===== config.mk =====
export PLATFORM = sky130hd
export DESIGN_NAME = aes128_ks_issuer_flat
export DESIGN_NICKNAME = d
export VERILOG_FILES = /design/src/rtl/aes_pkg.sv /design/src/rtl/aes128_ks_issuer_if.sv /design/src/rtl/aes128_ks_step.sv /design/src/rtl/aes128_ks_issuer.sv /design/src/flat_wrapper.sv
export SDC_FILE = /design/constraint.sdc
export NUM_CORES = 1
export LEC_CHECK = 0
export ABC_AREA = 1
export CAP_MARGIN = 20
export CORE_ASPECT_RATIO = 1.1
export CORE_MARGIN = 1
export CORE_UTILIZATION = 56
export CTS_CLUSTER_DIAMETER = 50
export CTS_CLUSTER_SIZE = 40
export DETAILED_ROUTE_END_ITERATION = 16
export GPL_TIMING_DRIVEN = 0
export PLACE_DENSITY = 0.87
export SYNTH_ARGS = -nofsm -noshare
export SYNTH_HDL_FRONTEND = slang
export SYNTH_SLANG_ARGS = --single-unit

===== constraint.sdc =====
create_clock -name g_clk -period 7.8 [get_ports g_clk]
set_clock_uncertainty 0.05 [all_clocks]
set_input_delay 0.78 -clock g_clk [delete_from_list [all_inputs] [get_ports g_clk]]
set_output_delay 0.78 -clock g_clk [all_outputs]
set_load 0.05 [all_outputs]

===== src/rtl/aes_pkg.sv =====
// Shared AES key-schedule definitions: round constants, sequencer states and
// the word-level helpers used by the forward key expansion.
package aes_pkg;

    typedef enum logic [1:0] {
        IDLE = 2'd0,
        EMIT = 2'd1,
        SUB  = 2'd2,
        CALC = 2'd3
    } ks_state_e;

    localparam logic [3:0] LAST_IDX = 4'd10;

    localparam logic [7:0] RCON [10] = '{
        8'h01, 8'h02, 8'h04, 8'h08, 8'h10,
        8'h20, 8'h40, 8'h80, 8'h1B, 8'h36
    };

    function automatic logic [7:0] rcon_of(input logic [3:0] idx);
        logic [7:0] r;
        r = 8'h00;
        if (idx < 4'd10) begin
            r = RCON[idx];
        end
        return r;
    endfunction

    function automatic logic [31:0] rot_word(input logic [31:0] w);
        return {w[23:0], w[31:24]};
    endfunction

    // One schedule step: t already carries SubWord(RotWord(w3)) ^ rcon.
    function automatic logic [127:0] ks_step(input logic [127:0] k, input logic [31:0] t);
        logic [31:0] w0;
        logic [31:0] w1;
        logic [31:0] w2;
        logic [31:0] w3;
        w0 = k[127:96] ^ t;
        w1 = k[95:64]  ^ w0;
        w2 = k[63:32]  ^ w1;
        w3 = k[31:0]   ^ w2;
        return {w0, w1, w2, w3};
    endfunction

endpackage


===== src/rtl/aes128_ks_issuer_if.sv =====
// Handshake bundle of the key-schedule issuer: SubWord request channel to the
// S-box unit and round-key channel to the round datapath.
interface aes128_ks_issuer_if;
    logic         sw_valid;
    logic         sw_dec;
    logic [31:0]  sw_rs1;
    logic         sw_ready;
    logic [31:0]  sw_rd;

    logic         rk_valid;
    logic         rk_ready;
    logic [3:0]   rk_idx;
    logic [127:0] rk;

    modport master (
        output sw_valid, sw_dec, sw_rs1,
        input  sw_ready, sw_rd,
        output rk_valid, rk_idx, rk,
        input  rk_ready
    );

    modport slave (
        input  sw_valid, sw_dec, sw_rs1,
        output sw_ready, sw_rd,
        input  rk_valid, rk_idx, rk,
        output rk_ready
    );
endinterface


===== src/rtl/aes128_ks_step.sv =====
// Combinational CALC datapath: folds the round constant into the SubWord
// result and chains the four word XORs to form the next round key.
module aes128_ks_step
    import aes_pkg::*;
(
    input  logic [127:0] kreg,
    input  logic [31:0]  treg,
    input  logic [3:0]   idx,
    output logic [127:0] knext
);

    logic [31:0] t;

    assign t     = treg ^ {rcon_of(idx), 24'h000000};
    assign knext = ks_step(kreg, t);

endmodule


===== src/rtl/aes128_ks_issuer.sv =====
// AES-128 forward key-expansion sequencer: issues SubWord requests to the
// shared S-box unit and streams round keys 0..10 over a valid/ready channel.
module aes128_ks_issuer
    import aes_pkg::*;
#(
    parameter int unsigned WAIT_LIMIT = 64,
    parameter int unsigned WAIT_W     = 8
) (
    input  logic                g_clk,
    input  logic                g_reset,
    input  logic                start,
    input  logic [127:0]        key,
    output logic                busy,
    output logic                err,
    aes128_ks_issuer_if.master  bus
);

    localparam logic [WAIT_W-1:0] WAIT_LIM_W = WAIT_W'(WAIT_LIMIT);
    localparam bit                WD_EN      = (WAIT_LIMIT != 0);

    ks_state_e         state;
    logic [127:0]      kreg;
    logic [127:0]      knext;
    logic [31:0]       treg;
    logic [3:0]        idx;
    logic [WAIT_W-1:0] wait_cnt;
    logic [WAIT_W-1:0] wait_nxt;

    logic              sw_valid_q;
    logic [31:0]       sw_rs1_q;
    logic              rk_valid_q;
    logic [3:0]        rk_idx_q;
    logic [127:0]      rk_q;

    aes128_ks_step u_step (
        .kreg  (kreg),
        .treg  (treg),
        .idx   (idx),
        .knext (knext)
    );

    // Saturate so a stalled unit can never wrap the counter back below the limit.
    always_comb begin
        wait_nxt = wait_cnt;
        if (wait_cnt != '1) begin
            wait_nxt = wait_cnt + 1'b1;
        end
    end

    always_ff @(posedge g_clk) begin
        if (g_reset) begin
            state      <= IDLE;
            idx        <= 4'd0;
            wait_cnt   <= '0;
            busy       <= 1'b0;
            err        <= 1'b0;
            sw_valid_q <= 1'b0;
            sw_rs1_q   <= 32'h0;
            rk_valid_q <= 1'b0;
            rk_idx_q   <= 4'd0;
            rk_q       <= 128'h0;
        end else begin
            case (state)
                IDLE: begin
                    if (start) begin
                        idx        <= 4'd0;
                        busy       <= 1'b1;
                        err        <= 1'b0;
                        rk_valid_q <= 1'b1;
                        rk_idx_q   <= 4'd0;
                        rk_q       <= key;
                        state      <= EMIT;
                    end
                end
                EMIT: begin
                    if (bus.rk_ready) begin
                        rk_valid_q <= 1'b0;
                        rk_q       <= 128'h0;
                        if (idx == LAST_IDX) begin
                            busy  <= 1'b0;
                            state <= IDLE;
                        end else begin
                            sw_valid_q <= 1'b1;
                            sw_rs1_q   <= rot_word(kreg[31:0]);
                            state      <= SUB;
                        end
                    end
                end
                SUB: begin
                    // Request stays untouched until the unit answers, even after a timeout.
                    if (bus.sw_ready) begin
                        sw_valid_q <= 1'b0;
                        wait_cnt   <= '0;
                        state      <= CALC;
                    end else begin
                        wait_cnt <= wait_nxt;
                        if (WD_EN && (wait_nxt == WAIT_LIM_W)) begin
                            err <= 1'b1;
                        end
                    end
                end
                CALC: begin
                    idx        <= idx + 4'd1;
                    rk_valid_q <= 1'b1;
                    rk_idx_q   <= idx + 4'd1;
                    rk_q       <= knext;
                    state      <= EMIT;
                end
                default: state <= IDLE;
            endcase
        end
    end

    // Key and SubWord result registers: pure data, no reset needed.
    always_ff @(posedge g_clk) begin
        if ((state == IDLE) && start) begin
            kreg <= key;
        end else if (state == CALC) begin
            kreg <= knext;
        end
        if ((state == SUB) && bus.sw_ready) begin
            treg <= bus.sw_rd;
        end
    end

    assign bus.sw_valid = sw_valid_q;
    assign bus.sw_dec   = 1'b0;
    assign bus.sw_rs1   = sw_rs1_q;
    assign bus.rk_valid = rk_valid_q;
    assign bus.rk_idx   = rk_idx_q;
    assign bus.rk       = rk_q;

endmodule


===== src/flat_wrapper.sv =====
// flat-port wrapper written by rule: the top's interface ports become plain ports
module aes128_ks_issuer_flat import aes_pkg::*;
#(
    parameter int unsigned WAIT_LIMIT = 64,
    parameter int unsigned WAIT_W     = 8
)
  (g_clk, g_reset, start, key, busy, err, bus_sw_valid, bus_sw_dec, bus_sw_rs1, bus_sw_ready, bus_sw_rd, bus_rk_valid, bus_rk_idx, bus_rk, bus_rk_ready);
  aes128_ks_issuer_if bus_i ();
  input  logic g_clk;
  input  logic g_reset;
  input  logic start;
  input  logic [127:0] key;
  output logic busy;
  output logic err;
  output wire logic [$bits(bus_i.sw_valid)-1:0] bus_sw_valid;
  output wire logic [$bits(bus_i.sw_dec)-1:0] bus_sw_dec;
  output wire logic [$bits(bus_i.sw_rs1)-1:0] bus_sw_rs1;
  input wire logic [$bits(bus_i.sw_ready)-1:0] bus_sw_ready;
  input wire logic [$bits(bus_i.sw_rd)-1:0] bus_sw_rd;
  output wire logic [$bits(bus_i.rk_valid)-1:0] bus_rk_valid;
  output wire logic [$bits(bus_i.rk_idx)-1:0] bus_rk_idx;
  output wire logic [$bits(bus_i.rk)-1:0] bus_rk;
  input wire logic [$bits(bus_i.rk_ready)-1:0] bus_rk_ready;
  assign bus_sw_valid = bus_i.sw_valid;
  assign bus_sw_dec = bus_i.sw_dec;
  assign bus_sw_rs1 = bus_i.sw_rs1;
  assign bus_i.sw_ready = bus_sw_ready;
  assign bus_i.sw_rd = bus_sw_rd;
  assign bus_rk_valid = bus_i.rk_valid;
  assign bus_rk_idx = bus_i.rk_idx;
  assign bus_rk = bus_i.rk;
  assign bus_i.rk_ready = bus_rk_ready;
  aes128_ks_issuer #(.WAIT_LIMIT(WAIT_LIMIT), .WAIT_W(WAIT_W)) u_core (.g_clk(g_clk), .g_reset(g_reset), .start(start), .key(key), .busy(busy), .err(err), .bus(bus_i));
endmodule

==> impl_metrics.json, run 1 <==
{
  "status": "completed",
  "io_buffers": 332,
  "tns_ps": 0,
  "yosys.area_share.simple_pct": 18.8,
  "synthCells": 1902,
  "setup_viol": 0,
  "synth_top_family_by_area": "simple AND/OR/NAND/NOR gates",
  "ys_warn_count": 0,
  "pwr-share-clk_pct": 16.6,
  "min_period_over_period_pct": 45.1,
  "antenna_found_initial": 4,
  "hp-class": "flop to flop",
  "grt_use_total_pct": 36.7,
  "synth-compound-area-share_pct": 17.2,
  "die_area_um2": 29100,
  "fin_nets": 2452,
  "io_pins": 334,
  "insertion_delay_ps": 530,
  "synthMuxAreaShare_pct": 0,
  "dieHeight_um": 179,
  "crit_slowest_cell": "clkbuf_1",
  "dr.pass1.iters": 9,
  "startpoint_type": "flop",
  "tightest_slew_ps": 1060,
  "register_area_um2": 8370,
  "wl_per_cell_um": 20.4,
  "grt_overflow_total": 0,
  "crit_chain": "inv_1 -> ha_1 -> nand2_1 -> clkbuf_1 -> buf_2 -> buf_1 -> nand2_4 -> buf_16",
  "finalHoldViolCount": 0,
  "fin_hold_ws_ps": 428,
  "crit_path_max_incr_delay_ps": 590,
  "routed_wirelength_mm": 54.5,
  "worstSetupPathType": "flop to flop",
  "synth_flop_cell": "dfxtp_1",
  "vias": 15600,
  "hold_buffers": 0,
  "clock_path_buffers": 3,
  "grt_pass1_vias": 14800,
  "syn-num-nets": 2079,
  "drtAntennaViolNets": 0,
  "initial_core_util_pct": 57.1,
  "clockRootBuffer": "clkbuf_16",
  "multi_input_area_um2": 6600,
  "power_leakage_nw": 8.50,
  "via_per_inst": 5.84,
  "fin_area_um2": 21000,
  "fmax_ghz": 0.284,
  "synthAdderAreaFrac_pct": 0.943,
  "p_switching_w": 0.00531,
  "crit_fanout": 50,
  "maxSlewViolCount": 0,
  "switching_share_pct": 48.4,
  "p_int_w": 0.00567,
  "ys_ff_latch": 338,
  "cp.arrival_ps": 3700,
  "drive_above_1_share_pct": 6.43,
  "grt_first_pass_wirelength_mm": 80.8,
  "powerDensity_nw_per_um2": 522,
  "yosys.area.top_type": "edfxtp_1",
  "slew_headroom_pct": 29.6,
  "synthTopCellsByArea": "edfxtp_1 (30%), dfxtp_1 (22%), nand2_1 (12%)",
  "grt_max_degree": 51,
  "cts_setup_buffers": 0,
  "drv_cap": 0,
  "ir_worst_vdd_mv": 0.296,
  "avgSynthCellArea_um2": 8.37,
  "numCtsBuffers": 37,
  "gp_congestion": 0.917,
  "dp_hpwl_mm": 39.9,
  "finalCriticalPeriod_ps": 3520,
  "cts_tree": "done",
  "core_um2": 27900,
  "async_flop_share_pct": 0,
  "area_growth_pct": 32.0,
  "dpl_cell_area_um2": 19800,
  "clkTransAtPathRegs_ps": 70,
  "synth_seq_area_share_pct": 52.5,
  "synth_cell_type_count": 41,
  "reg2reg_depth": 8,
  "drtIter0Drc": 1902,
  "h-tree-depth": 2,
  "finalPower_w": 0.0110,
  "synth_edf_count": 160,
  "rsz0062_at_grt": "false",
  "seqPwrFrac_pct": 29.8,
  "synthXorXnorAreaFrac_pct": 4.49,
  "cts.sinks": 338,
  "combPwrFrac_pct": 53.5,
  "synth_top_area_share_pct": 30.2,
  "required_ps": 7990,
  "drc_errors": 0,
  "synthesis.area_um2": 15900,
  "placementRows": 64,
  "fillers": 1954,
  "cts_resized": 0,
  "min_delay_path_depth": 1,
  "die_w_um": 163,
  "netlist_top_cells_count": "nand2_1 (504), a21oi_1 (249), o21ai_0 (216), dfxtp_1 (178), edfxtp_1 (160)",
  "worstSetupEndpointType": "flop",
  "synth.most_common_cell": "nand2_1"
}
## stage by stage
| stage | setup slack [ps] | cells | util (%) |
|---|---|---|---|
| 3_5_place_dp | 3900 | 2599 | 70.9 |
| 6_report | 4280 | 2666 | 75.4 |
| 5_1_grt | 4140 | 2665 | 75.4 |
| 3_3_place_gp | 107 | 2597 | 70.7 |
| 4_1_cts | 4350 | 2664 | 75.4 |
| 2_1_floorplan | 2890 | 1902 | - |
## kinds of logic after synthesis
kind of cell | Yosys count
compound gates | 523
xor+xnor | 61
fa+ha+maj | 12
buf+inv | 233
flops | 338
other cells | 1
simple gates | 734
## final timing paths
path / from / to / slack, ps
max: u_core.state[0]$_SDFFE_PP0P_ / u_core.kreg[118]$_DFFE_PP_ / 4280
min: u_core.bus.sw_valid$_SDFFE_PP0P_ / u_core.bus.sw_valid$_SDFFE_PP0P_ / 430
max reg2reg: u_core.state[0]$_SDFFE_PP0P_ / u_core.kreg[118]$_DFFE_PP_ / 4280
min reg2reg: u_core.bus.sw_valid$_SDFFE_PP0P_ / u_core.bus.sw_valid$_SDFFE_PP0P_ / 430
## critical path, delay by kind of cell (launching register included)
| kind | cells | cell delay, ps |
|---|---|---|
| DFF | 1 | 410 |
| buffers and inverters | 5 | 1870 |
| adders and majority gates | 1 | 250 |
| and+or+nand+nor | 2 | 590 |
## power by group through the flow
stage	Combinational [W]	Sequential, W	Clock, W
2_1_floorplan	0.00292	0.00418	0
3_3_place_gp	0.00553	0.00333	0
3_5_place_dp	0.00570	0.00329	0
4_1_cts	0.00577	0.00326	0.00182
5_1_grt	0.00631	0.00333	0.00188
6_report	0.00588	0.00328	0.00182
## layer usage
metal  global-route usage, %  part of all wire, %  vias up
met2                    61.2                   47     1064
met3                    7.82                   12      150
met4                    15.0                  3.7        2
li1                        -                    -     7127
met1                    46.5                   38     7215
met5                       0                0.022        -
## flip-flops by register name (all words and copies together), names as in the netlist, 2 cells and up
register and count:
u_core.state 2, u_core.bus.rk 128, u_core.wait_cnt 8, u_core.treg 32, u_core.idx 4, u_core.kreg 128, u_core.bus.sw_rs1 32
## layout make-up
class / count / area share (%)
Multi-Input combinational cell: 1331 / 31.4
Timing Repair Buffer: 334 / 16.0
Sequential cell: 338 / 39.8
Buffer: 113 / 2.40
Clock buffer: 42 / 4.79
Inverter: 120 / 2.17
Clock inverter: 23 / 1.21
Antenna cell: 2 / 0.0238
Tap cell: 363 / 2.16
## placed cells by master, fill, tap and decap left out, types with 3 or more instances in the layout
| cell | Yosys | layout |
|---|---|---|
| nor2_2 | 3 | 3 |
| inv_2 | 5 | 6 |
| o21ai_0 | 216 | 216 |
| inv_1 | 112 | 111 |
| ha_1 | 12 | 12 |
| xor2_1 | 29 | 29 |
| inv_6 | 0 | 6 |
| a31oi_1 | 21 | 21 |
| nand2_1 | 504 | 503 |
| o21ai_1 | 6 | 6 |
| clkbuf_1 | 70 | 71 |
| clkbuf_16 | 0 | 39 |
| edfxtp_1 | 160 | 160 |
| o211ai_1 | 24 | 24 |
| dfxtp_1 | 178 | 178 |
| a21oi_1 | 249 | 249 |
| nor2_1 | 105 | 105 |
| buf_6 | 5 | 5 |
| xnor2_2 | 24 | 24 |
| or2_1 | 24 | 24 |
| clkinvlp_4 | 0 | 4 |
| buf_2 | 27 | 27 |
| nand3b_1 | 8 | 8 |
| nand3_1 | 77 | 77 |
| clkinv_4 | 0 | 3 |
| clkdlybuf4s50_1 | 0 | 332 |
| clkinv_8 | 0 | 3 |
| nand2_2 | 3 | 3 |
| xnor2_1 | 8 | 8 |
| clkinv_2 | 0 | 3 |
| buf_1 | 7 | 7 |
Note: power is estimated with default switching activity, not from simulation.
==> run 2, diff against run 1 <==
--- a/config.mk
+++ b/config.mk
@@ -9,12 +9,12 @@
 export CAP_MARGIN = 20
 export CORE_ASPECT_RATIO = 1.1
 export CORE_MARGIN = 1
-export CORE_UTILIZATION = 56
+export CORE_UTILIZATION = 52
 export CTS_CLUSTER_DIAMETER = 50
 export CTS_CLUSTER_SIZE = 40
 export DETAILED_ROUTE_END_ITERATION = 16
 export GPL_TIMING_DRIVEN = 0
-export PLACE_DENSITY = 0.87
+export PLACE_DENSITY = 0.81
 export SYNTH_ARGS = -nofsm -noshare
 export SYNTH_HDL_FRONTEND = slang
 export SYNTH_SLANG_ARGS = --single-unit
==> constraint.sdc (replaced) <==
create_clock -name g_clk -period 3.6 [get_ports g_clk]
set_clock_uncertainty 0.05 [all_clocks]
set_input_delay 0.36 -clock g_clk [delete_from_list [all_inputs] [get_ports g_clk]]
set_output_delay 0.36 -clock g_clk [all_outputs]
set_load 0.05 [all_outputs]
==> run 2 against run 1 <==
Net effect: first-iteration DRC count rose by 4.7%; final area barely moved; combinational power rose by 120%; critical path depth did not move; non-clock buffer count fell by 1; critical endpoint is now u_core.kreg[117]$_DFFE_PP_; highest routed layer is now met4.
==> impl_metrics.json, run 2 (synthesis gave the netlist of run 1 again) <==
{
  "core_um2": 29800,
  "grt.met1_usage_pct": 44.6,
  "drc_errors": 0,
  "crit_chain": "inv_1 -> ha_1 -> nand2_1 -> clkbuf_2 -> buf_2 -> buf_1 -> nand2_8 -> buf_16",
  "setup_viol": 0,
  "crit_fanout": 90,
  "fin_area_um2": 21000,
  "required_ps": 3750,
  "grt_use_total_pct": 34.2,
  "layout_commonest_cell": "nand2_1",
  "via_per_inst": 5.66,
  "slew_headroom_pct": 29.4,
  "finalCriticalPeriod_ps": 3250,
  "worstSetupPathType": "flop to flop",
  "io_pins": 334,
  "startpoint_type": "flop",
  "met2_usage_pct": 56.2,
  "rsz0062_at_grt": "false",
  "placementRows": 66,
  "min_period_over_period_pct": 90.3,
  "h-tree-depth": 2,
  "power_leakage_nw": 8.48,
  "cts.sinks": 338,
  "numCtsBuffers": 35,
  "pwr-share-clk_pct": 16.2,
  "grt_overflow_total": 0,
  "wl_per_cell_um": 20.1,
  "dpl_cell_area_um2": 19800,
  "grt.busiest_layer": "met2",
  "combPwrFrac_pct": 53.7,
  "drv_cap": 0,
  "antenna_found_initial": 1,
  "gp_congestion": 0.910,
  "fin_nets": 2449,
  "dr.pass1.iters": 6,
  "ir_worst_vdd_mv": 0.653,
  "hold_buffers": 0,
  "timing.final.ws_setup_ps": 348,
  "finalNonFillerCells": 2707,
  "cts_tree": "done",
  "fillers": 2270,
  "dp.cells": 2643,
  "drtIter0Drc": 1991,
  "drtAntennaViolNets": 0,
  "finalHoldViolCount": 0,
  "p_int_w": 0.0122,
  "cts_resized": 0,
  "grt_first_pass_wirelength_mm": 81.2,
  "drive_above_1_share_pct": 6.22,
  "clkTransAtPathRegs_ps": 60,
  "utilization_pct": 70.5,
  "die_area_um2": 31300,
  "insertion_delay_ps": 530,
  "initial_core_util_pct": 53.4,
  "switching_share_pct": 48.5,
  "powerDensity_nw_per_um2": 1120,
  "worstSetupEndpointType": "flop",
  "grt_util_met3_pct": 6.93,
  "grt_max_degree": 91,
  "area_growth_pct": 32.0,
  "cp.arrival_ps": 3400,
  "seqPwrFrac_pct": 30.1,
  "dp_hpwl_mm": 39.9,
  "p_switching_w": 0.0115,
  "io_buffers": 332,
  "hp-class": "input pin to flop",
  "fmax_ghz": 0.308,
  "status": "completed",
  "die_w_um": 169,
  "dp_slack_ps": 117,
  "routed_wirelength_mm": 54.5,
  "cts_setup_buffers": 0,
  "dieHeight_um": 186,
  "clock_path_buffers": 3,
  "maxSlewViolCount": 0,
  "tightest_slew_ps": 1060,
  "crit_slowest_cell": "buf_1",
  "final_cell_mix": "nand2_1 (503), clkdlybuf4s50_1 (332), a21oi_1 (249)",
  "clockRootBuffer": "clkbuf_16",
  "crit_path_max_incr_delay_ps": 530,
  "vias": 15300,
  "grt_pass1_vias": 14300
}
==> run 2: cell types whose count changed in the layout (fill, tap and decap cells not counted), moves of 2 or more <==
cell | before | now
clkbuf_8 | 2 | 0
inv_6 | 6 | 3
clkbuf_1 | 71 | 69
clkinv_1 | 1 | 5
clkinvlp_4 | 4 | 2
==> run 2: worst paths after layout <==
path	startpoint	endpoint	slack [ps]	depth (start not counted)
worst max-delay path	u_core.state[0]$_SDFFE_PP0P_	u_core.kreg[117]$_DFFE_PP_	350	8
worst min-delay path	bus_sw_rd[9]	u_core.treg[9]$_DFFE_PP_	340	1
worst max register to register	u_core.state[0]$_SDFFE_PP0P_	u_core.kreg[117]$_DFFE_PP_	350	8
worst min register to register	u_core.err$_SDFFE_PP0P_	u_core.err$_SDFFE_PP0P_	420	2
==> run 2: per-layer routing <==
metal  vias to the layer above  wire (um)
met5                         -          0
met4                         0       1750
met3                       129       6130
met2                       964      25100
met1                      7098      21500
li1                       7140          -
==> run 2: cell type report <==
cell class | count | area, um2 | share of cell area [%]
diodes | 1 | 2.50 | 0.0119
plain buffers | 113 | 507 | 2.41
clock buffers | 40 | 1000 | 4.76
clock inverters | 23 | 220 | 1.05
inverters | 120 | 455 | 2.17
multi-input cells | 1331 | 6610 | 31.4
flip-flops and latches | 338 | 8370 | 39.8
well taps | 408 | 510 | 2.43
repair buffers | 333 | 3350 | 15.9
==> run 2: critical path: cells and delay by family (launching register included) <==
family	cells	cell delay, ps
DFF	1	400
and+or+nand+nor	2	510
adders and majority gates	1	250
buffers and inverters	5	1670
==> run 2: stage by stage <==
stage	total power, W	hold slack [ps]	TNS (ps)
detailed placement	0.0195	405	0
finish	0.0236	342	0
floorplan	0.0153	379	0
global route	0.0248	337	0
CTS	0.0233	332	0
global placement	0.0192	401	-205040
==> run 2: power by group through the flow <==
| stage | sequential, W | clock [W] | combinational (W) |
|---|---|---|---|
| 2_1_floorplan | 0.00900 | 0 | 0.00632 |
| 3_3_place_gp | 0.00715 | 0 | 0.0120 |
| 3_5_place_dp | 0.00712 | 0 | 0.0123 |
| 4_1_cts | 0.00706 | 0.00382 | 0.0125 |
| 5_1_grt | 0.00723 | 0.00398 | 0.0136 |
| 6_report | 0.00710 | 0.00383 | 0.0127 |
